**src/rtl/mini_i_fetch.sv**
```systemverilog
// Purpose: instruction fetch front end; issues sequential fetches, buffers responses, handles redirects.
// Latency: a response accepted in cycle N is visible on inst/inst_pc in cycle N+1 when the buffer is empty.
// Backpressure: requests are credit-limited (in-flight + buffered < fifo_depth), so responses are always accepted.
// Optional build: MINI_I_FETCH_PERF_EN adds perf_fetch_cnt / perf_discard_cnt outputs.
module mini_i_fetch #(
    parameter int                    data_width = 32,
    parameter int                    addr_width = 32,
    parameter logic [addr_width-1:0] reset_pc   = '0,
    parameter int                    fifo_depth = 4
) (
    input  logic                  clock,
    input  logic                  reset,
    output logic                  ir_addr_valid,
    input  logic                  ir_addr_ready,
    output logic [addr_width-1:0] ir_addr,
    input  logic                  ir_data_valid,
    input  logic [data_width-1:0] ir_data,
    output logic                  ir_data_ready,
    input  logic                  redirect_valid,
    input  logic [addr_width-1:0] redirect_pc,
`ifdef MINI_I_FETCH_PERF_EN
    output logic [31:0]           perf_fetch_cnt,
    output logic [31:0]           perf_discard_cnt,
`endif
    output logic                  inst_valid,
    input  logic                  inst_ready,
    output logic [data_width-1:0] inst,
    output logic [addr_width-1:0] inst_pc
);

    localparam int ptr_w = $clog2(fifo_depth);
    localparam int cnt_w = ptr_w + 1;
    localparam logic [cnt_w:0]        depth_c = (cnt_w + 1)'(fifo_depth);
    localparam logic [addr_width-1:0] step    = addr_width'(data_width / 8);

    logic [addr_width-1:0] pc;
    logic [addr_width-1:0] resp_pc;
    logic [cnt_w-1:0]      inflight;
    logic [cnt_w-1:0]      discard;
    logic [cnt_w-1:0]      count;
    logic [ptr_w-1:0]      wr_ptr;
    logic [ptr_w-1:0]      rd_ptr;
    logic [data_width-1:0] data_mem [fifo_depth];
    logic [addr_width-1:0] pc_mem   [fifo_depth];

    logic credit;
    logic req_fire;
    logic resp_fire;
    logic push;
    logic pop;

    // Handshake decode; a redirect suppresses both fetch issue and delivery to decode.
    always_comb begin
        credit        = ({1'b0, inflight} + {1'b0, count}) < depth_c;
        ir_data_ready = 1'b1;
        ir_addr       = reset ? reset_pc : pc;
        ir_addr_valid = !reset && !redirect_valid && credit;
        inst_valid    = !reset && !redirect_valid && (count != '0);
        inst          = data_mem[rd_ptr];
        inst_pc       = pc_mem[rd_ptr];
        req_fire      = ir_addr_valid && ir_addr_ready;
        resp_fire     = ir_data_valid && ir_data_ready;
        push          = resp_fire && !redirect_valid && (discard == '0);
        pop           = inst_valid && inst_ready;
    end

    // Fetch PC, expected-response PC and outstanding/stale request accounting.
    always_ff @(posedge clock) begin
        if (reset) begin
            pc       <= reset_pc;
            resp_pc  <= reset_pc;
            inflight <= '0;
            discard  <= '0;
        end else if (redirect_valid) begin
            // Every request still outstanding after this cycle belongs to the old path.
            pc       <= redirect_pc;
            resp_pc  <= redirect_pc;
            inflight <= inflight - cnt_w'(resp_fire);
            discard  <= inflight - cnt_w'(resp_fire);
        end else begin
            if (req_fire) begin
                pc <= pc + step;
            end
            if (push) begin
                resp_pc <= resp_pc + step;
            end
            inflight <= inflight + cnt_w'(req_fire) - cnt_w'(resp_fire);
            if (resp_fire && (discard != '0)) begin
                discard <= discard - 1'b1;
            end
        end
    end

    // Instruction buffer pointers; a redirect flushes everything buffered.
    always_ff @(posedge clock) begin
        if (reset || redirect_valid) begin
            wr_ptr <= '0;
            rd_ptr <= '0;
            count  <= '0;
        end else begin
            if (push) begin
                wr_ptr <= wr_ptr + 1'b1;
            end
            if (pop) begin
                rd_ptr <= rd_ptr + 1'b1;
            end
            count <= count + cnt_w'(push) - cnt_w'(pop);
        end
    end

    // Buffer storage; contents are qualified by count so no reset is needed.
    always_ff @(posedge clock) begin
        if (push) begin
            data_mem[wr_ptr] <= ir_data;
            pc_mem[wr_ptr]   <= resp_pc;
        end
    end

`ifdef MINI_I_FETCH_PERF_EN
    logic drop;
    assign drop = resp_fire && !push;

    // Wrapping event counters for buffered and dropped responses.
    always_ff @(posedge clock) begin
        if (reset) begin
            perf_fetch_cnt   <= '0;
            perf_discard_cnt <= '0;
        end else begin
            if (push) begin
                perf_fetch_cnt <= perf_fetch_cnt + 32'd1;
            end
            if (drop) begin
                perf_discard_cnt <= perf_discard_cnt + 32'd1;
            end
        end
    end
`else
    // Counters are not built in this configuration.
`endif

endmodule
```
**config.mk**
```make
export PLATFORM = sky130hd
export DESIGN_NAME = mini_i_fetch
export DESIGN_NICKNAME = d
export VERILOG_FILES = /design/src/rtl/mini_i_fetch.sv
export SDC_FILE = /design/constraint.sdc
export NUM_CORES = 1
export LEC_CHECK = 0
export BUFFER_PORTS_ARGS = -buffer_cell sky130_fd_sc_hd__buf_2
export CORE_ASPECT_RATIO = 1.25
export CORE_MARGIN = 1
export CORE_UTILIZATION = 58
export DETAILED_ROUTE_END_ITERATION = 8
export GPL_TIMING_DRIVEN = 1
export PLACE_DENSITY = 0.76
export SYNTH_ARGS = -nofsm -noshare
export SYNTH_HDL_FRONTEND = slang
export SYNTH_SLANG_ARGS = --single-unit
```
**constraint.sdc**
```tcl
create_clock -name clock -period 3.7 [get_ports clock]
set_clock_uncertainty 0.1 [all_clocks]
set_input_delay 0.37 -clock clock [delete_from_list [all_inputs] [get_ports clock]]
set_output_delay 0.37 -clock clock [all_outputs]
set_load 0.02 [all_outputs]
```
Word-level counts from Yosys, hierarchy flattened --
Memories as Yosys holds them, arrays and structs flattened. A register that Yosys moved wholly into a read port is not among the register bits. Index checks and enable logic that the tools add are counted.
Word-level totals: memories 2, logic and storage cells 52, memory bits (writable) 256, flip-flop bits (word level) 77
Cells by class: add/subtract/negate cells 11, $lt $le $gt $ge 1, reductions and logical operators 17, multiplexer cells 14
Memory list:
- data_mem | depth 4, width 32, read ports 1, clocked after memory_dff 1, write ports 1, RTL line 43 | logic [data_width-1:0] data_mem [fifo_depth];
- pc_mem | depth 4, width 32, read ports 1, clocked after memory_dff 1, write ports 1, RTL line 44 | logic [addr_width-1:0] pc_mem [fifo_depth];
Operators with widths (number):
- 32-bit 2-to-1 mux | 5
- 32-bit by 3-bit adder with 32-bit output, second input constant | 2
- 3-bit 2-to-1 mux | 3
- 3-bit by 1-bit subtractor with 3-bit output | 3
- 1-bit logical AND | 8
- 2-bit 2-to-1 mux | 4
- 3-bit by 1-bit adder with 3-bit output | 2
- 2-bit nonzero test | 3
- 3-bit nonzero test | 2
- 2-bit by 1-bit adder with 2-bit output, second input constant | 2
- 3-bit by 3-bit adder with 4-bit output | 1
- 4-bit by 3-bit less-than comparator with 1-bit output, second input constant | 1
- 3-bit logical NOT | 1
- 3-bit by 1-bit subtractor with 3-bit output, second input constant | 1
- 1-bit logical NOT | 2
- 1-bit 2-to-1 mux | 2
- 1-bit logical OR | 1

Logic depth before layout (Yosys ltp) --
Gate-level depths: netlist (run 1).
depth after elaboration 7, depth in mapped cells 15, depth with buffers taken out 12

Worst setup path before layout (run 1) --
Ideal clock, no wire load.
kind reg2reg, from register discard[0], to memory data_mem[0][0] (enable), cell stages (with the launch flop) 6, required time 3.171 ns, setup slack 0.556 ns, arrival time 2.615 ns, path through dfxtp_1 > inv_1 > ha_1 > and3b_1 > clkbuf_1 > and3_1
On the way: cells in the longest elaborated chain, start to end 4
RTL lines:
- from (decl) | RTL line 39 | logic [cnt_w-1:0] discard;
- from (signal assigned) | RTL line 79 | discard <= inflight - cnt_w'(resp_fire);
- from (signal assigned) | RTL line 89 | discard <= discard - 1'b1;
- 3-bit logical NOT | RTL line 63 | push = resp_fire && !redirect_valid && (discard == '0);
- 1-bit logical AND | RTL line 63
- 1-bit 2-to-1 mux | RTL line 113 | if (push) begin
- 1-bit 2-to-1 mux (implied by the code) | RTL line 114 | data_mem[wr_ptr] <= ir_data;
- to (decl) | RTL line 43
No other way between the ends.

==> results_dict.tcl, run 1 <==
set metrics [dict create \
    clockBufferDepth 3 \
    worstMarginPinSlew_ns 0.971 \
    timing.reg2reg.setup_slack_ns 0.95 \
    crit_buf_inv 2 \
    cts_tree "done" \
    grt_pass1_wl_um 43600 \
    design_area_um2 16400 \
    grt_pass1_vias 8173 \
    synth_commonest_cells "edfxtp_1 (256), dfxtp_1 (79), mux4_2 (64)" \
    clk_pin_slew_ns 0.07 \
    critPathMaxStageDelay_ns 0.69 \
    synthFlopType "edfxtp_1" \
    timing.final.crit_period_ns 2.85 \
    cellPowerDensity_nw_per_um2 490 \
    routed_wirelength_um 27400 \
    r2r_cells 12 \
    areaGrowthSynthToFinish_pct 18.7 \
    rows 62 \
    netlist_instances 907 \
    ys_warn_count 0 \
    grt_max_degree 65 \
    start_util_pct 59.6 \
    worstPathRequired_ns 3.23 \
    numCtsBuffers 30 \
    layout-drive-gt1-share_pct 27.8 \
    fin_crit_sh_pct 77.0 \
    cp-start-kind "register" \
    drtAntennaViolNets 0 \
    hold_viol 0 \
    fp.coreArea_um2 23200 \
    synth_area_leaders "edfxtp_1 (56%), dfxtp_1 (11%), mux4_2 (10%), xnor2_1 (1.6%), ha_1 (1.4%)" \
    endpoint_kind "output port" \
    reg2reg_from "inflight[2]$_SDFF_PP0_" \
    setup_tns_ns 0 \
    cp_cell_sequence "buf_4 -> mux4_2 -> buf_2" \
    syn_area_um2 13800 \
    finish.net_count 1197 \
    ys_ff_latch 335 \
    drt_first_pass_iters 5 \
    synth_top_area_share_pct 55.6 \
    synth_area_per_cell_um2 15.3 \
    timing.max_cap.violations 0 \
    slew_violations 0 \
    hpwl_um 17600 \
    gp_congestion 0.850 \
    arrival_ns 2.38 \
    seq_area_frac_synth_pct 67.0 \
    clk_latency_ns 0.54 \
    track_usage_pct 22.8 \
    root_buffer "clkbuf_16" \
    port_buffers 167 \
    power_leakage_uw 0.00575 \
    vdd_drop_max_uv 340 \
    antenna_found_initial 0 \
    wl_per_cell_um 19.3 \
    die_w_um 140 \
    htree_levels 1 \
    avgViaCountPerCell 5.81 \
    worstSetupPathType "register to output port" \
    io_pins 169 \
    max-slew-margin-rel_pct 35.3 \
    power_uw 8040 \
    r2r-end "inflight[2]$_SDFF_PP0_" \
    ys_types 61 \
    critPathTopFamily "flip-flops" \
    holdCritPathClass "primary input to register" \
    final_util_pct 70.8 \
    rsz0062_at_grt "no" \
    syn-num-nets 995 \
    fillers 1508 \
    cts_sinks 335 \
    die_y_um 175 \
    synth_edf_count 256 \
    gr-total-overflow 0 \
    fmax_mhz 351 \
    hp-start "redirect_pc[28]" \
    cpMaxStageDelayCell "dfxtp_4" \
    synth.most_common_cell "edfxtp_1" \
    drtIter0Drc 498 \
    num_antenna_cells 0 \
    hold_end "pc[28]$_SDFFE_PP0N_" \
    dpl_cell_area_um2 15000 \
    synth_area_leader_cell "edfxtp_1" \
    hold_depth 3 \
    dieArea_um2 24500 \
    outcome "completed" \
    hold_slack_ns 0.0221 \
    synthArstFlopShare_pct 0 \
    route.detailed.drc 0 \
    crit_fanout 26 \
    setup_viol 0 \
    vias 8261 \
]
-- cells in the final DEF, fill, tap and decap left out, drive strengths merged, types with 18 or more instances in the layout --
cell type	n
xor2	19
buf	182
a31oi	18
xnor2	26
nand2	47
dlygate4sd3	35
inv	36
dfxtp	79
nor2b	29
nand3	18
clkbuf	42
edfxtp	256
nor3	21
nor2	47
mux4	64
nand4	23
a21oi	39
-- logic make-up (layout without fill, tap and decap cells) --
| group | Yosys count | count (layout) | synth area share (%) |
|---|---|---|---|
| XOR/XNOR | 45 | 45 | 2.85 |
| buffers and inverters | 84 | 310 | 2.41 |
| AND/OR/NAND/NOR | 230 | 230 | 9.43 |
| multiplexers | 67 | 67 | 10.6 |
| flip-flops | 335 | 335 | 67.0 |
| AO/OA/AOI/OAI | 127 | 127 | 5.90 |
| adder cells (fa/ha/maj) | 18 | 18 | 1.74 |
| other | 1 | 1 | 0.0271 |
-- worst max-delay path by stage --
stage | startpoint | endpoint | cells after the start
after global placement | inflight[2]$_SDFF_PP0_ | inflight[2]$_SDFF_PP0_ | 12
after CTS | register | inst_pc[29] | 3
after detailed placement | inflight[2]$_SDFF_PP0_ | inflight[2]$_SDFF_PP0_ | 12
after global routing | register | inst[22] | 3
final | register | inst_pc[28] | 3
after floorplan | discard[0]$_SDFFE_PP0P_ | data_mem[0][0]$_DFFE_PP_ | 5
-- through the flow --
| step | instances | setup slack (ns) |
|---|---|---|
| finish | 1421 | 0.853 |
| global route | 1421 | 0.670 |
| CTS | 1421 | 0.770 |
| detailed placement | 1330 | 0.954 |
| global placement | 1330 | 0.995 |
| floorplan | 907 | 0.556 |
-- worst register-to-register path, stage by stage (launching register included) --
cell	delay, ns
dfxtp_1	0.34
ha_1	0.31
nor3_1	0.21
and3_1	0.21
inv_1	0.06
ha_1	0.26
inv_1	0.04
ha_1	0.19
fa_1	0.38
xor2_1	0.15
o21ai_0	0.19
xnor2_1	0.14
nor2_1	0.05
-- where the power goes --
| group | total (uW) | switching, uW | internal, uW |
|---|---|---|---|
| combinational | 573 | 328 | 245 |
| clock | 3200 | 1280 | 1920 |
| sequential | 4270 | 102 | 4170 |
| total | 8040 | 1710 | 6330 |
-- cell type report --
class                      instances  area, um^2  area share [%]
clock inverter                    14         193            1.17
multi-input combinational        488        4250            25.9
tap                              288         360            2.19
inverter                          37         139           0.846
clock buffer                      42         837            5.10
sequential                       335        9280            56.5
timing repair buffer             217        1360            8.29
-- sequential cells by signal (all words and copies together) (netlist names), named ones only --
signal,count
data_mem,128
pc_mem,128
pc,32
resp_pc,32
count,3
discard,3
inflight,3
rd_ptr,2
wr_ptr,2
-- metal layers --
metal,part of all wire [%],vias to the layer above,routed length (um),track usage (%)
li1,-,3889,-,-
met1,43,4069,11800,30.5
met2,50,261,13600,39.0
met3,5.1,42,1400,3.40
met4,2.3,0,624,7.01
met5,0,-,0,0
-- what timing repair did --
| item | CTS | global route |
|---|---|---|
| hold buffers | 35 | 0 |
| resized for setup | 0 | 0 |
| buffers inserted | 0 | 0 |
| hold endpoints to repair | 133 | 0 |
No activity file was read; power rests on OpenSTA's default activity.
==> run 2: changes to the inputs <==
- CORE_UTILIZATION: 58 -> 52
- PLACE_DENSITY: 0.76 -> 0.71
- clock period: 3.7 -> 2.35 ns (I/O delays scaled with it)
==> run 2 against run 1 <==
The flow now finishes with violations (negative setup slack). Sequential power rose by 57%. Non-clock buffer count rose by 69. Global-route usage fell by 0.54 points. Combinational power rose by 88%. Cell area rose by 5.3%. Flip-flop and latch count did not move. Critical path type is now register to register. Largest power group unchanged.
==> results_dict.tcl, run 2 (synthesis gave the netlist of run 1 again) <==
set metrics [dict create \
    outcome "finished with violations" \
    violations "negative setup slack" \
    arrival_ns 2.77 \
    layout_commonest_cell "edfxtp_1" \
    gp_congestion 0.852 \
    routed_wirelength_um 30000 \
    track_usage_pct 22.3 \
    top_regs "data_mem (128), pc_mem (128)" \
    die_w_um 148 \
    dpl_cell_area_um2 15600 \
    r2r_cells 12 \
    timing.reg2reg.setup_slack_ns -0.08 \
    holdCritPathClass "primary input to register" \
    die_y_um 184 \
    slew_violations 0 \
    timing.final.crit_period_ns 2.43 \
    num_antenna_cells 0 \
    max-slew-margin-rel_pct 37.5 \
    gr-total-overflow 0 \
    cellPowerDensity_nw_per_um2 723 \
    power_leakage_uw 0.00611 \
    hp-start "redirect_pc[24]" \
    grt_pass1_wl_um 46900 \
    drt_first_pass_iters 6 \
    worstPathRequired_ns 2.69 \
    most-common-layout-cells "edfxtp_1 (256), buf_2 (167), dfxtp_1 (73)" \
    worstSetupPathType "register to register" \
    port_buffers 167 \
    io_pins 169 \
    worstMarginPinSlew_ns 0.934 \
    grt_pass1_vias 8812 \
    hold_slack_ns 0.0192 \
    fp.coreArea_um2 26100 \
    vdd_drop_max_uv 422 \
    numCtsBuffers 31 \
    root_buffer "clkbuf_16" \
    finish.net_count 1267 \
    cts_sinks 335 \
    setup_viol 2 \
    rsz0062_at_grt "yes" \
    endpoint_kind "register" \
    fin_crit_sh_pct 103 \
    hold_viol 0 \
    drtAntennaViolNets 0 \
    drtIter0Drc 496 \
    timing.max_cap.violations 0 \
    areaGrowthSynthToFinish_pct 25.0 \
    dieArea_um2 27300 \
    rows 66 \
    place_ws_ns -0.131 \
    grt_max_degree 84 \
    layout-drive-gt1-share_pct 32.1 \
    clockBufferDepth 3 \
    crit_fanout 2 \
    start_util_pct 53.0 \
    cp-start-kind "register" \
    fmax_mhz 412 \
    clk_latency_ns 0.55 \
    setup_tns_ns -0.0856 \
    hpwl_um 19200 \
    route.detailed.drc 0 \
    htree_levels 1 \
    wl_per_cell_um 19.4 \
    antenna_found_initial 0 \
    hold_depth 4 \
    clk_pin_slew_ns 0.07 \
    design_area_um2 17300 \
    r2r-end "inflight[2]$_SDFF_PP0_" \
    hold_end "resp_pc[24]$_SDFFE_PP0N_" \
    vias 8717 \
    avgViaCountPerCell 5.65 \
    setup_ws_ns -0.0800 \
    cts_tree "done" \
    reg2reg_from "count[1]$_SDFF_PP0_" \
]
[run 2: cell types whose count changed in the layout (fill, tap and decap cells not counted), sizes merged]
cell / previous run / this run
buf: 182 / 223
dlygate4sd3: 35 / 63
clkbuf: 42 / 51
bufinv: 5 / 0
clkinv: 9 / 6
inv: 36 / 37
[run 2: where the power goes]
part / internal [uW] / leakage (uW) / switching, uW / total (uW)
logic: 492 / 0.00264 / 583 / 1080
clock network: 2680 / 0.000474 / 2020 / 4700
registers: 6570 / 0.00299 / 148 / 6710
[run 2: area by class of cell]
class | instances | area (um^2)
inverter | 37 | 141
clock buffer | 51 | 928
multi-input combinational | 488 | 4390
sequential | 335 | 9280
fill | 1892 | 8800
tap | 340 | 425
clock inverter | 7 | 38.8
timing repair buffer | 286 | 2090
[run 2: routing by layer]
layer	share of wire [%]	up-vias	global-route usage [%]	wire length (um)
li1	-	4022	-	-
met1	42	4352	28.7	12400
met2	52	297	39.9	15400
met3	4.9	46	2.60	1460
met4	2.1	0	6.06	627
met5	0	-	0	0
[run 2: worst max path at each step]
stage	startpoint	cells past startpoint	endpoint	slack, ns
2_1_floorplan	count[2]$_SDFF_PP0_	15	inflight[2]$_SDFF_PP0_	-0.37
3_3_place_gp	count[2]$_SDFF_PP0_	12	inflight[2]$_SDFF_PP0_	-0.11
3_5_place_dp	count[2]$_SDFF_PP0_	12	inflight[2]$_SDFF_PP0_	-0.13
4_1_cts	inflight[1]$_SDFF_PP0_	12	inflight[2]$_SDFF_PP0_	-0.11
5_1_grt	count[1]$_SDFF_PP0_	12	inflight[2]$_SDFF_PP0_	-0.19
6_report	count[1]$_SDFF_PP0_	12	inflight[2]$_SDFF_PP0_	-0.08
[run 2: critical path: stages, from the launching register on]
cell and delay, ns:
dfxtp_2 0.33, ha_4 0.16, nor3b_4 0.20, and3_4 0.22
inv_4 0.04, ha_4 0.25, inv_2 0.03, ha_4 0.14
fa_2 0.33, xor2_1 0.14, o21ai_1 0.16, xnor2_1 0.14
nor2_1 0.05
[run 2: per-stage QoR]
step	total power (uW)	util (%)	std cells
after floorplan	7390	-	907
after global placement	7780	59.7	1421
after detailed placement	7810	59.7	1421
after CTS	12600	66.0	1544
after global routing	12900	66.3	1544
final	12500	66.3	1544
[run 2: what timing repair did]
action / CTS / global route
hold buffers: 63 / 0
pin swaps: 2 / 13
resized for setup: 3 / 16
endpoints found under the setup margin: 65 / 29
setup buffers: 2 / 0
endpoints found under the hold margin: 188 / 0
==> run 3: changes to the inputs <==
- CORE_MARGIN: 1 -> 4
- CORE_UTILIZATION: 52 -> 58
- PLACE_DENSITY: 0.71 -> 0.76
- clock period: 2.35 -> 2.7 ns (I/O delays scaled with it)
==> run 3 against run 2 <==
The flow now finishes without violations. Hold slack improved by 0.013 ns. Critical path type unchanged. Flip-flop and latch count stayed put. Final cell count decreased by 6.0%. Sequential power fell by 13%. Clock power is 4.7% higher. Combinational power decreased by 22%. Critical endpoint unchanged. Via count down 2.2%. Count of clock-buffer cells in the layout decreased by 6. First-iteration DRC count is 18% higher. Register-to-register slack better by 0.21 ns. Sequential share of layout area rose by 1.1 points. Maximum frequency down 5.4%.
==> results_dict.tcl, run 3 (synthesis gave the netlist of run 1 again) <==
set metrics [dict create \
    cp_cell_sequence "ha_2 -> nand3_2 -> and3_2 -> inv_4 -> ha_4 -> inv_2 -> ha_4 -> fa_2 -> xor2_1 -> o21ai_1 -> xnor2_1 -> nor2_1" \
    clk_pin_slew_ns 0.06 \
    cts_sinks 335 \
    crit_top_cell "ha_4" \
    setup_ws_ns 0.132 \
    wl_per_cell_um 20.2 \
    top_regs "data_mem (128), pc_mem (128)" \
    hp-start "redirect_pc[12]" \
    die_w_um 146 \
    startpoint "count[1]$_SDFF_PP0_" \
    routed_wirelength_um 29300 \
    numCtsBuffers 34 \
    r2r_cells 12 \
    power_leakage_uw 0.00598 \
    worstPathRequired_ns 2.97 \
    num_antenna_cells 0 \
    cellPowerDensity_nw_per_um2 686 \
    cts_tree "done" \
    holdCritPathClass "primary input to register" \
    avgViaCountPerCell 5.87 \
    grt_pass1_vias 8838 \
    worstSetupPathType "register to register" \
    cp.depth 12 \
    die_y_um 181 \
    hpwl_um 19100 \
    reg2reg_from "count[1]$_SDFF_PP0_" \
    final_cells 1452 \
    timing.max_cap.violations 0 \
    gr-total-overflow 0 \
    fillers 1452 \
    r2r-end "inflight[2]$_SDFF_PP0_" \
    most-common-layout-cells "edfxtp_1 (256), buf_2 (167), dfxtp_1 (73)" \
    timing.reg2reg.setup_slack_ns 0.13 \
    grt_pass1_wl_um 47200 \
    hold_viol 0 \
    worstMarginPinSlew_ns 0.889 \
    finish.net_count 1227 \
    outcome "completed" \
    crit_buf_inv 2 \
    place_ws_ns 0.140 \
    vias 8525 \
    drtAntennaViolNets 0 \
    grt_max_degree 62 \
    setup_viol 0 \
    layout-drive-gt1-share_pct 30.3 \
    max-slew-margin-rel_pct 40.5 \
    drtIter0Drc 585 \
    rsz0062_at_grt "no" \
    fp.coreArea_um2 23200 \
    crit_end "inflight[2]$_SDFF_PP0_" \
    crit_fanout 4 \
    drt_first_pass_iters 5 \
    cpMaxStageDelayCell "dfxtp_2" \
    start_util_pct 59.6 \
    io_pins 169 \
    areaGrowthSynthToFinish_pct 22.5 \
    hold_slack_ns 0.0324 \
    root_buffer "clkbuf_16" \
    rows 62 \
    place_inst 1342 \
    arrival_ns 2.83 \
    dieArea_um2 26400 \
    final_util_pct 73.1 \
    layout_commonest_cell "edfxtp_1" \
    cp-start-kind "register" \
    critPathTopFamily "adder cells" \
    endpoint_kind "register" \
    timing.final.crit_period_ns 2.57 \
    critPathMaxStageDelay_ns 0.37 \
    clk_latency_ns 0.49 \
    htree_levels 2 \
    vdd_drop_max_uv 403 \
    gp_congestion 0.897 \
    antenna_found_initial 0 \
    track_usage_pct 22.2 \
    slew_violations 0 \
    route.detailed.drc 0 \
    fmax_mhz 389 \
    port_buffers 167 \
    clockBufferDepth 3 \
    fin_crit_sh_pct 95.1 \
]
[run 3: per-layer routing]
layer | up-vias | wire length (um) | global-route usage (%)
met5 | - | 0 | 0
li1 | 3956 | - | -
met3 | 34 | 1600 | 3.37
met2 | 283 | 14800 | 38.2
met1 | 4252 | 12600 | 30.2
met4 | 0 | 403 | 5.38
[run 3: repair_timing]
item,4_1_cts,5_1_grt
endpoints found under the hold margin,157,0
endpoints found under the setup margin,0,1
hold buffers,49,0
setup buffers,0,0
gates resized for setup,0,1
[run 3: power breakdown]
| group | total (uW) | internal, uW | leakage (uW) | switching [uW] |
|---|---|---|---|---|
| sequential | 5860 | 5720 | 0.00299 | 144 |
| combinational | 842 | 369 | 0.00240 | 473 |
| clock | 4920 | 3090 | 0.000587 | 1840 |
[run 3: cell type report]
class / count / area (um^2) / share of cell area, %
flip-flops and latches: 335 / 9280 / 54.7
multi-input cells: 488 / 4310 / 25.4
repair buffers: 243 / 1670 / 9.83
clock buffers: 45 / 963 / 5.68
well taps: 288 / 360 / 2.13
clock inverters: 16 / 233 / 1.37
inverters: 37 / 141 / 0.834
[run 3: worst min path at each step]
stage | to | slack, ns | depth (start not counted)
floorplan | data_mem[0][0]$_DFFE_PP_ | 0.27 | 0
global placement | pc[1]$_SDFFE_PP0P_ | 0.34 | 2
detailed placement | pc[1]$_SDFFE_PP0P_ | 0.34 | 2
CTS | resp_pc[12]$_SDFFE_PP0N_ | 0.0003 | 3
global route | resp_pc[12]$_SDFFE_PP0N_ | 0.02 | 3
finish | resp_pc[12]$_SDFFE_PP0N_ | 0.03 | 3
[run 3: stage by stage]
stage	power (uW)	cell area, um^2	setup TNS (ns)
CTS	11700	17000	0
global placement	6720	15300	0
detailed placement	6750	15300	0
floorplan	6430	13900	-0.0208
finish	11600	17000	0
global route	12000	17000	0
[run 3: tightest hold or removal path, stage by stage]
cell     delay, ns
buf_2         0.09
nand2_1       0.13
a21oi_1       0.08
